## src/rtl/outpkt_result_arbiter_pkg.sv

```systemverilog
// Shared packet constants and types for the result arbiter.
// Field widths and type codes live beside RAM_ADDR_MSB.
package outpkt_result_arbiter_pkg;

  localparam int RAM_ADDR_MSB = 4;

  localparam int PKT_ID_W  = 16;
  localparam int WORD_ID_W = 16;
  localparam int GEN_ID_W  = 32;
  localparam int NUM_W     = 32;
  localparam int HASH_W    = RAM_ADDR_MSB + 1;

  localparam logic [1:0] PKT_CMP_EQUAL   = 2'b01;
  localparam logic [1:0] PKT_PACKET_DONE = 2'b10;

  typedef enum logic [1:0] {
    S_IDLE,
    S_GRANT,
    S_SEND,
    S_DRAIN
  } arb_state_e;

  function automatic int idx_w(input int n);
    return (n > 1) ? $clog2(n) : 1;
  endfunction

endpackage

```

## src/rtl/outpkt_result_arbiter_rr_priority_pick.sv

```systemverilog
// Round-robin priority pick: first request at or after ptr_i,
// wrapping from N-1 back to 0.
module rr_priority_pick
  import outpkt_result_arbiter_pkg::*;
#(
  parameter int N  = 8,
  parameter int IW = idx_w(N)
) (
  input  logic [N-1:0]  req_i,
  input  logic [IW-1:0] ptr_i,
  output logic [N-1:0]  grant_o,
  output logic [IW-1:0] idx_o,
  output logic          any_o
);

  logic [IW-1:0] j;
  logic          found;

  always_comb begin
    grant_o = '0;
    idx_o   = '0;
    found   = 1'b0;
    j       = '0;
    for (int k = 0; k < N; k++) begin
      j = IW'((int'(ptr_i) + k) % N);
      if (!found && req_i[j]) begin
        found      = 1'b1;
        grant_o[j] = 1'b1;
        idx_o      = j;
      end
    end
  end

  assign any_o = |req_i;

endmodule

```

## src/rtl/outpkt_result_arbiter.sv

```systemverilog
// Result arbiter: round-robin CMP_EQUAL hits from the units,
// PACKET_DONE once all units have drained for DRAIN_CYCLES.
module outpkt_result_arbiter
  import outpkt_result_arbiter_pkg::*;
#(
  parameter int N_UNITS      = 8,
  parameter int PKT_TYPE_MSB = 1,
  parameter int DRAIN_CYCLES = 4
) (
  input  logic                         CLK,
  input  logic                         rst,
  input  logic [N_UNITS-1:0]           unit_valid,
  output logic [N_UNITS-1:0]           unit_ack,
  input  logic [PKT_ID_W*N_UNITS-1:0]  unit_pkt_id,
  input  logic [WORD_ID_W*N_UNITS-1:0] unit_word_id,
  input  logic [GEN_ID_W*N_UNITS-1:0]  unit_gen_id,
  input  logic [HASH_W*N_UNITS-1:0]    unit_hash_num,
  input  logic [N_UNITS-1:0]           unit_idle,
  input  logic                         done_valid,
  input  logic [PKT_ID_W-1:0]          done_pkt_id,
  input  logic [NUM_W-1:0]             done_num,
  output logic                         done_ack,
  input  logic                         out_full,
  output logic                         out_wr_en,
  output logic [PKT_TYPE_MSB:0]        pkt_type,
  output logic [PKT_ID_W-1:0]          pkt_id,
  output logic [WORD_ID_W-1:0]         word_id,
  output logic [GEN_ID_W-1:0]          gen_id,
  output logic [NUM_W-1:0]             num_processed,
  output logic [HASH_W-1:0]            hash_num_eq
);

  localparam int IW = idx_w(N_UNITS);
  localparam int TW = PKT_TYPE_MSB + 1;
  localparam int QW = $clog2(DRAIN_CYCLES + 1);

  localparam logic [TW-1:0] TYPE_CMP  = TW'(PKT_CMP_EQUAL);
  localparam logic [TW-1:0] TYPE_DONE = TW'(PKT_PACKET_DONE);
  localparam logic [QW-1:0] QUIET_LAST = QW'(DRAIN_CYCLES - 1);
  localparam logic [IW-1:0] PTR_LAST   = IW'(N_UNITS - 1);

  arb_state_e           state_q;
  logic [IW-1:0]        rr_ptr_q, rr_ptr_d;
  logic [QW-1:0]        quiet_cnt_q, quiet_cnt_d;
  logic [N_UNITS-1:0]   unit_ack_q;
  logic                 done_ack_q;
  logic                 wr_en_q;
  logic [TW-1:0]        type_q;
  logic [PKT_ID_W-1:0]  pkt_id_q;
  logic [WORD_ID_W-1:0] word_id_q;
  logic [GEN_ID_W-1:0]  gen_id_q;
  logic [NUM_W-1:0]     num_q;
  logic [HASH_W-1:0]    hash_q;

  logic [N_UNITS-1:0]   pick_oh;
  logic [IW-1:0]        pick_idx;
  logic                 any_valid;
  logic                 quiet;

  logic [PKT_ID_W-1:0]  sel_pkt_id;
  logic [WORD_ID_W-1:0] sel_word_id;
  logic [GEN_ID_W-1:0]  sel_gen_id;
  logic [HASH_W-1:0]    sel_hash;

  rr_priority_pick #(
    .N  (N_UNITS),
    .IW (IW)
  ) u_pick (
    .req_i   (unit_valid),
    .ptr_i   (rr_ptr_q),
    .grant_o (pick_oh),
    .idx_o   (pick_idx),
    .any_o   (any_valid)
  );

  // One-hot AND-OR select of the granted unit's hit fields.
  always_comb begin
    sel_pkt_id  = '0;
    sel_word_id = '0;
    sel_gen_id  = '0;
    sel_hash    = '0;
    for (int i = 0; i < N_UNITS; i++) begin
      if (pick_oh[i]) begin
        sel_pkt_id  = unit_pkt_id[i*PKT_ID_W +: PKT_ID_W];
        sel_word_id = unit_word_id[i*WORD_ID_W +: WORD_ID_W];
        sel_gen_id  = unit_gen_id[i*GEN_ID_W +: GEN_ID_W];
        sel_hash    = unit_hash_num[i*HASH_W +: HASH_W];
      end
    end
  end

  assign quiet    = (&unit_idle) & ~any_valid;
  assign rr_ptr_d = (pick_idx == PTR_LAST) ? '0
                  : pick_idx + IW'(1);
  assign quiet_cnt_d = quiet ? quiet_cnt_q + QW'(1) : '0;

  always_ff @(posedge CLK) begin
    if (rst) begin
      state_q     <= S_IDLE;
      rr_ptr_q    <= '0;
      quiet_cnt_q <= '0;
      unit_ack_q  <= '0;
      done_ack_q  <= 1'b0;
      wr_en_q     <= 1'b0;
      type_q      <= '0;
      pkt_id_q    <= '0;
      word_id_q   <= '0;
      gen_id_q    <= '0;
      num_q       <= '0;
      hash_q      <= '0;
    end else begin
      unit_ack_q <= '0;
      done_ack_q <= 1'b0;
      unique case (state_q)
        S_IDLE: begin
          quiet_cnt_q <= '0;
          if (any_valid)       state_q <= S_GRANT;
          else if (done_valid) state_q <= S_DRAIN;
        end
        S_GRANT: begin
          if (any_valid) begin
            type_q     <= TYPE_CMP;
            pkt_id_q   <= sel_pkt_id;
            word_id_q  <= sel_word_id;
            gen_id_q   <= sel_gen_id;
            num_q      <= '0;
            hash_q     <= sel_hash;
            unit_ack_q <= pick_oh;
            rr_ptr_q   <= rr_ptr_d;
            wr_en_q    <= 1'b1;
            state_q    <= S_SEND;
          end else begin
            state_q <= S_IDLE;
          end
        end
        S_SEND: begin
          if (!out_full) begin
            wr_en_q <= 1'b0;
            state_q <= S_IDLE;
          end
        end
        S_DRAIN: begin
          // Hits preempt the pending done and restart the quiet count.
          if (any_valid) begin
            quiet_cnt_q <= '0;
            state_q     <= S_GRANT;
          end else if (!done_valid) begin
            quiet_cnt_q <= '0;
            state_q     <= S_IDLE;
          end else if (quiet && quiet_cnt_q == QUIET_LAST) begin
            type_q      <= TYPE_DONE;
            pkt_id_q    <= done_pkt_id;
            word_id_q   <= '0;
            gen_id_q    <= '0;
            num_q       <= done_num;
            hash_q      <= '0;
            done_ack_q  <= 1'b1;
            wr_en_q     <= 1'b1;
            quiet_cnt_q <= '0;
            state_q     <= S_SEND;
          end else begin
            quiet_cnt_q <= quiet_cnt_d;
          end
        end
        default: state_q <= S_IDLE;
      endcase
    end
  end

  assign unit_ack      = unit_ack_q;
  assign done_ack      = done_ack_q;
  assign out_wr_en     = wr_en_q;
  assign pkt_type      = type_q;
  assign pkt_id        = pkt_id_q;
  assign word_id       = word_id_q;
  assign gen_id        = gen_id_q;
  assign num_processed = num_q;
  assign hash_num_eq   = hash_q;

endmodule

```

## config.mk

```make
export PLATFORM = sky130hd
export DESIGN_NAME = outpkt_result_arbiter
export DESIGN_NICKNAME = d
export VERILOG_FILES = /design/src/rtl/outpkt_result_arbiter_pkg.sv /design/src/rtl/outpkt_result_arbiter_rr_priority_pick.sv /design/src/rtl/outpkt_result_arbiter.sv
export SDC_FILE = /design/constraint.sdc
export NUM_CORES = 1
export LEC_CHECK = 0
export CORE_AREA = 2 2 287 289
export CTS_CLUSTER_SIZE = 12
export DETAILED_ROUTE_END_ITERATION = 8
export DIE_AREA = 0 0 289 291
export DONT_BUFFER_PORTS = 1
export PLACE_DENSITY = 0.36
export SYNTH_ARGS = -nofsm -noshare
export SYNTH_HDL_FRONTEND = slang
export SYNTH_HIERARCHICAL = 1
export SYNTH_SLANG_ARGS = --single-unit
```

## constraint.sdc

```tcl
create_clock -name CLK -period 6.45 [get_ports CLK]
set_input_delay 0.645 -clock CLK [delete_from_list [all_inputs] [get_ports CLK]]
set_output_delay 0.645 -clock CLK [all_outputs]
set_load 0.02 [all_outputs]
```

==> summary.md <==
| Metric | Value |
|---|---|
| Vias in the first global route | `11090` |
| Crit Path Class | `flop to flop` |
| Largest net degree at the start of global routing | `86` |
| Die footprint | `84100 um^2` |
| First-pass GRT wire length | `96.73 mm` |
| Mapped Nets | `1873` |
| Final HPWL from detailed placement | `58.33 mm` |
| Most common flop cell mapped by yosys | `dfxtp_1` |
| Routed via count | `11310` |
| Total wire length | `75.21 mm` |
| Max Clk Rate | `166.7 MHz` |
| Initial DRC Count | `783` |
| Outcome | `finished, final reports clean` |
| Share of the synthesized area in the top cell type | `25.44%` |
| Endpoints failing hold | `0` |
| Core Util, Final | `13.99%` |
| Fill count | `9365` |
| Slowest-stage cell, CP | `mux4_2` |
| Initial antenna violation count | `34` |
| Hold_buf cts | `0` |
| Post-CTS Resized | `0` |
| Crit path buffers/inverters | `2` |
| Die Wd | `289 um` |
| Critical Path Fanout Max | `50` |
| Setup bufs post-CTS | `0` |
| PwrDens | `722.1 nW/um^2` |
| Startpoint types | `flop` |
| Period Utilization, post-route | `93.02%` |
| CTS clock-pin slew for the worst setup and hold paths | `0.06 ns` |
| DRC violations left | `0` |
| Clk buf depth | `2` |
| CTS buffer count | `17` |
| TritonCTS clock tree | `done` |
| Via density | `5.035` |
| Synth area leader | `dfxtp_1` |
| Final Max Tran Viols | `0` |
| Mapped Avg Cell Area | `7.685 um^2` |
| Max H-tree Level | `4` |
| Fin crit period | `6.000 ns` |
| Req. time, crit path | `6.88 ns` |
| Critical-path cell list | `ha_1, xnor2_1, mux4_2, or3_1, nor4_4, a222oi_1, a22oi_1, buf_4, nor2b_4, buf_4, a221oi_1, o211ai_1, a32oi_1, nor2_1` |
| Final nets | `1793` |
| Most frequent CP cell | `buf_4` |
| Yosys cell types | `67` |
| Slew HR | `31.26%` |
| Post-synthesis cell area | `9522 um^2` |
| Area contributors post-synth | `dfxtp_1 (25%), a21oi_1 (9.1%), a221o_1 (8.6%)` |
| Area added between synthesis and finish | `19.32%` |
| Root Driver | `clkbuf_16` |
| TNS Setup | `0 ns` |
| Syn Inst Count | `1239` |
| IO Port Bufs | `0` |
| Hold Path Stages | `1` |
| Clock share of power | `12.9%` |
| Sw power | `4702 uW` |
| Post-Route Skew | `0.01273 ns` |
| Delay-heaviest family, CP | `simple AND/OR/NAND/NOR gates` |
| Worst setup EP type | `flop` |
| Total power | `8204 uW` |
| Post-synth ARST share | `0%` |
| Worst Hold Class | `input pin to flop` |
| DIE HEIGHT | `291 um` |
| Routed Antenna Nets | `0` |
| GP Congestion | `0.9166` |
| Internal Power | `3502 uW` |
| Part of the Yosys area used for sequential elements | `25.44%` |
| Synth warn | `6` |
| Slowest Stage Delay on Critical Path | `0.66 ns` |
| Core area | `81190 um^2` |
| Cell depth of the worst setup path | `14` |
| Num Clock Sinks | `121` |
| Register bit count reported by yosys | `121` |
| Final setup violation count | `0` |
| R2R cell count | `14` |
| CP arrival | `6.43 ns` |
| Tot GR Track Use | `17.03%` |
| Overflow left after global routing | `0` |
| Pre-antenna DRT Iters | `6` |
| RSZ-0062 raised after global routing | `no` |
| # IOs | `733` |
| Clk_lat worst skew | `0.50 ns` |
| Seq pwr share | `14.6%` |
| Worst vdd ir | `0.3056 mV` |
| Switching share of power | `57.31%` |
| Number of enable flip-flop cells after synthesis | `0` |
| Layout cells sized above 1 | `9.735%` |
| Combinational power share | `72.5%` |
| LEAKAGE | `0.003359 uW` |
| Starting Density | `11.73%` |
| DR WL/cell | `33.47 um` |
| Max-Cap Viols | `0` |
| Worst Tran Pin Value | `1.031 ns` |
| FP Rows | `105` |
-- routing by layer --
metal / global-route usage (%) / vias to the layer above / wire length [um]
met5: 0 / - / 224
met4: 6.236 / 34 / 2198
met3: 6.403 / 144 / 7422
met2: 27.97 / 770 / 35320
met1: 20.04 / 5576 / 30050
li1: - / 4789 / -
-- power groups by stage --
| stage | clock network, uW | logic (uW) | registers, uW |
|---|---|---|---|
| after floorplan | 0 | 3730 | 1120 |
| after global placement | 0 | 5950 | 1220 |
| after detailed placement | 0 | 6000 | 1220 |
| after CTS | 1110 | 6030 | 1200 |
| after global routing | 1130 | 6420 | 1210 |
| final | 1060 | 5950 | 1200 |
-- area by class of cell --
| type | instances | area [um^2] | share of cell area, % |
|---|---|---|---|
| diodes | 6 | 15.01 | 0.1322 |
| clock buffers | 17 | 425.4 | 3.744 |
| clock inverters | 14 | 177.7 | 1.564 |
| inverters | 29 | 110.1 | 0.9692 |
| multi-input cells | 948 | 6506 | 57.27 |
| flip-flops and latches | 121 | 2422 | 21.32 |
| well taps | 1070 | 1339 | 11.78 |
| repair buffers | 42 | 365.4 | 3.216 |
-- kinds of logic after synthesis --
kind of cell    Yosys count  share of synthesized area [%]
buf+inv                 170                          7.385
mux                      30                          4.612
fa+ha+maj                14                          1.840
compound gates          627                          46.43
simple gates            273                          13.93
xor+xnor                  4                         0.3680
flops                   121                          25.44
-- state kept, by name, indices dropped and copies added (netlist names), 2 cells and up --
name / flops
rr_ptr_q: 3
num_processed: 32
pkt_id: 16
pkt_type: 2
word_id: 16
hash_num_eq: 5
unit_ack: 8
gen_id: 32
state_q: 2
quiet_cnt_q: 3
-- placed cells by master, fill, tap and decap left out, types with 4 or more instances in the layout --
cell type   count
a21oi_1       174
dfxtp_1       121
nand2_1        91
nand3_1        89
a221o_1        82
o211ai_1       71
o22ai_1        67
o21ai_0        64
o21a_1         55
a32o_1         54
buf_4          38
nor3_1         33
inv_1          25
nor2_1         20
a221oi_1       18
clkbuf_16      17
ha_1           13
mux2i_1        12
mux4_2         10
diode_2         6
a211oi_1        6
clkinv_4        6
mux2_2          6
nand2b_1        5
nand4_1         5
o31ai_1         4
and2_1          4
clkinvlp_4      4
buf_12          4
nor4_1          4
-- path summary, 6_finish.rpt --
check | slack [ns] | start | endpoint
setup / recovery | 0.45 | rr_ptr_q[1] | hash_num_eq[3]
hold reg to reg | 0.49 | quiet_cnt_q[2] | quiet_cnt_q[2]
hold / removal | 0.23 | rst | num_processed[13]
setup reg to reg | 0.45 | rr_ptr_q[1] | hash_num_eq[3]
-- cell usage after synthesis (all sizes together), types with 4 or more instances --
cell,instances
nand2b,5
and2,4
inv,28
nand3,90
a21oi,175
clkbuf,105
o211ai,71
nor4,6
nor3,35
o21a,55
o21ai,67
mux2i,12
mux2,8
a211oi,6
nand4,5
nand2,92
o22ai,67
a22oi,4
ha,14
buf,36
a32o,54
a221o,82
nor2,22
a221oi,18
o31ai,4
dfxtp,121
mux4,10
-- through the flow --
| step | cells | instance area [um^2] | hold slack, ns | setup WS (ns) |
|---|---|---|---|---|
| floorplan | 1239 | 9522 | 0.4559 | 1.904 |
| global placement | 2210 | 10740 | 0.4695 | 0.6570 |
| detailed placement | 2210 | 10740 | 0.4807 | 0.5799 |
| CTS | 2241 | 11350 | 0.1661 | 0.5699 |
| global route | 2246 | 11360 | 0.1813 | 0.2411 |
| finish | 2247 | 11360 | 0.2264 | 0.4504 |
(Power assumes the default switching activity.)
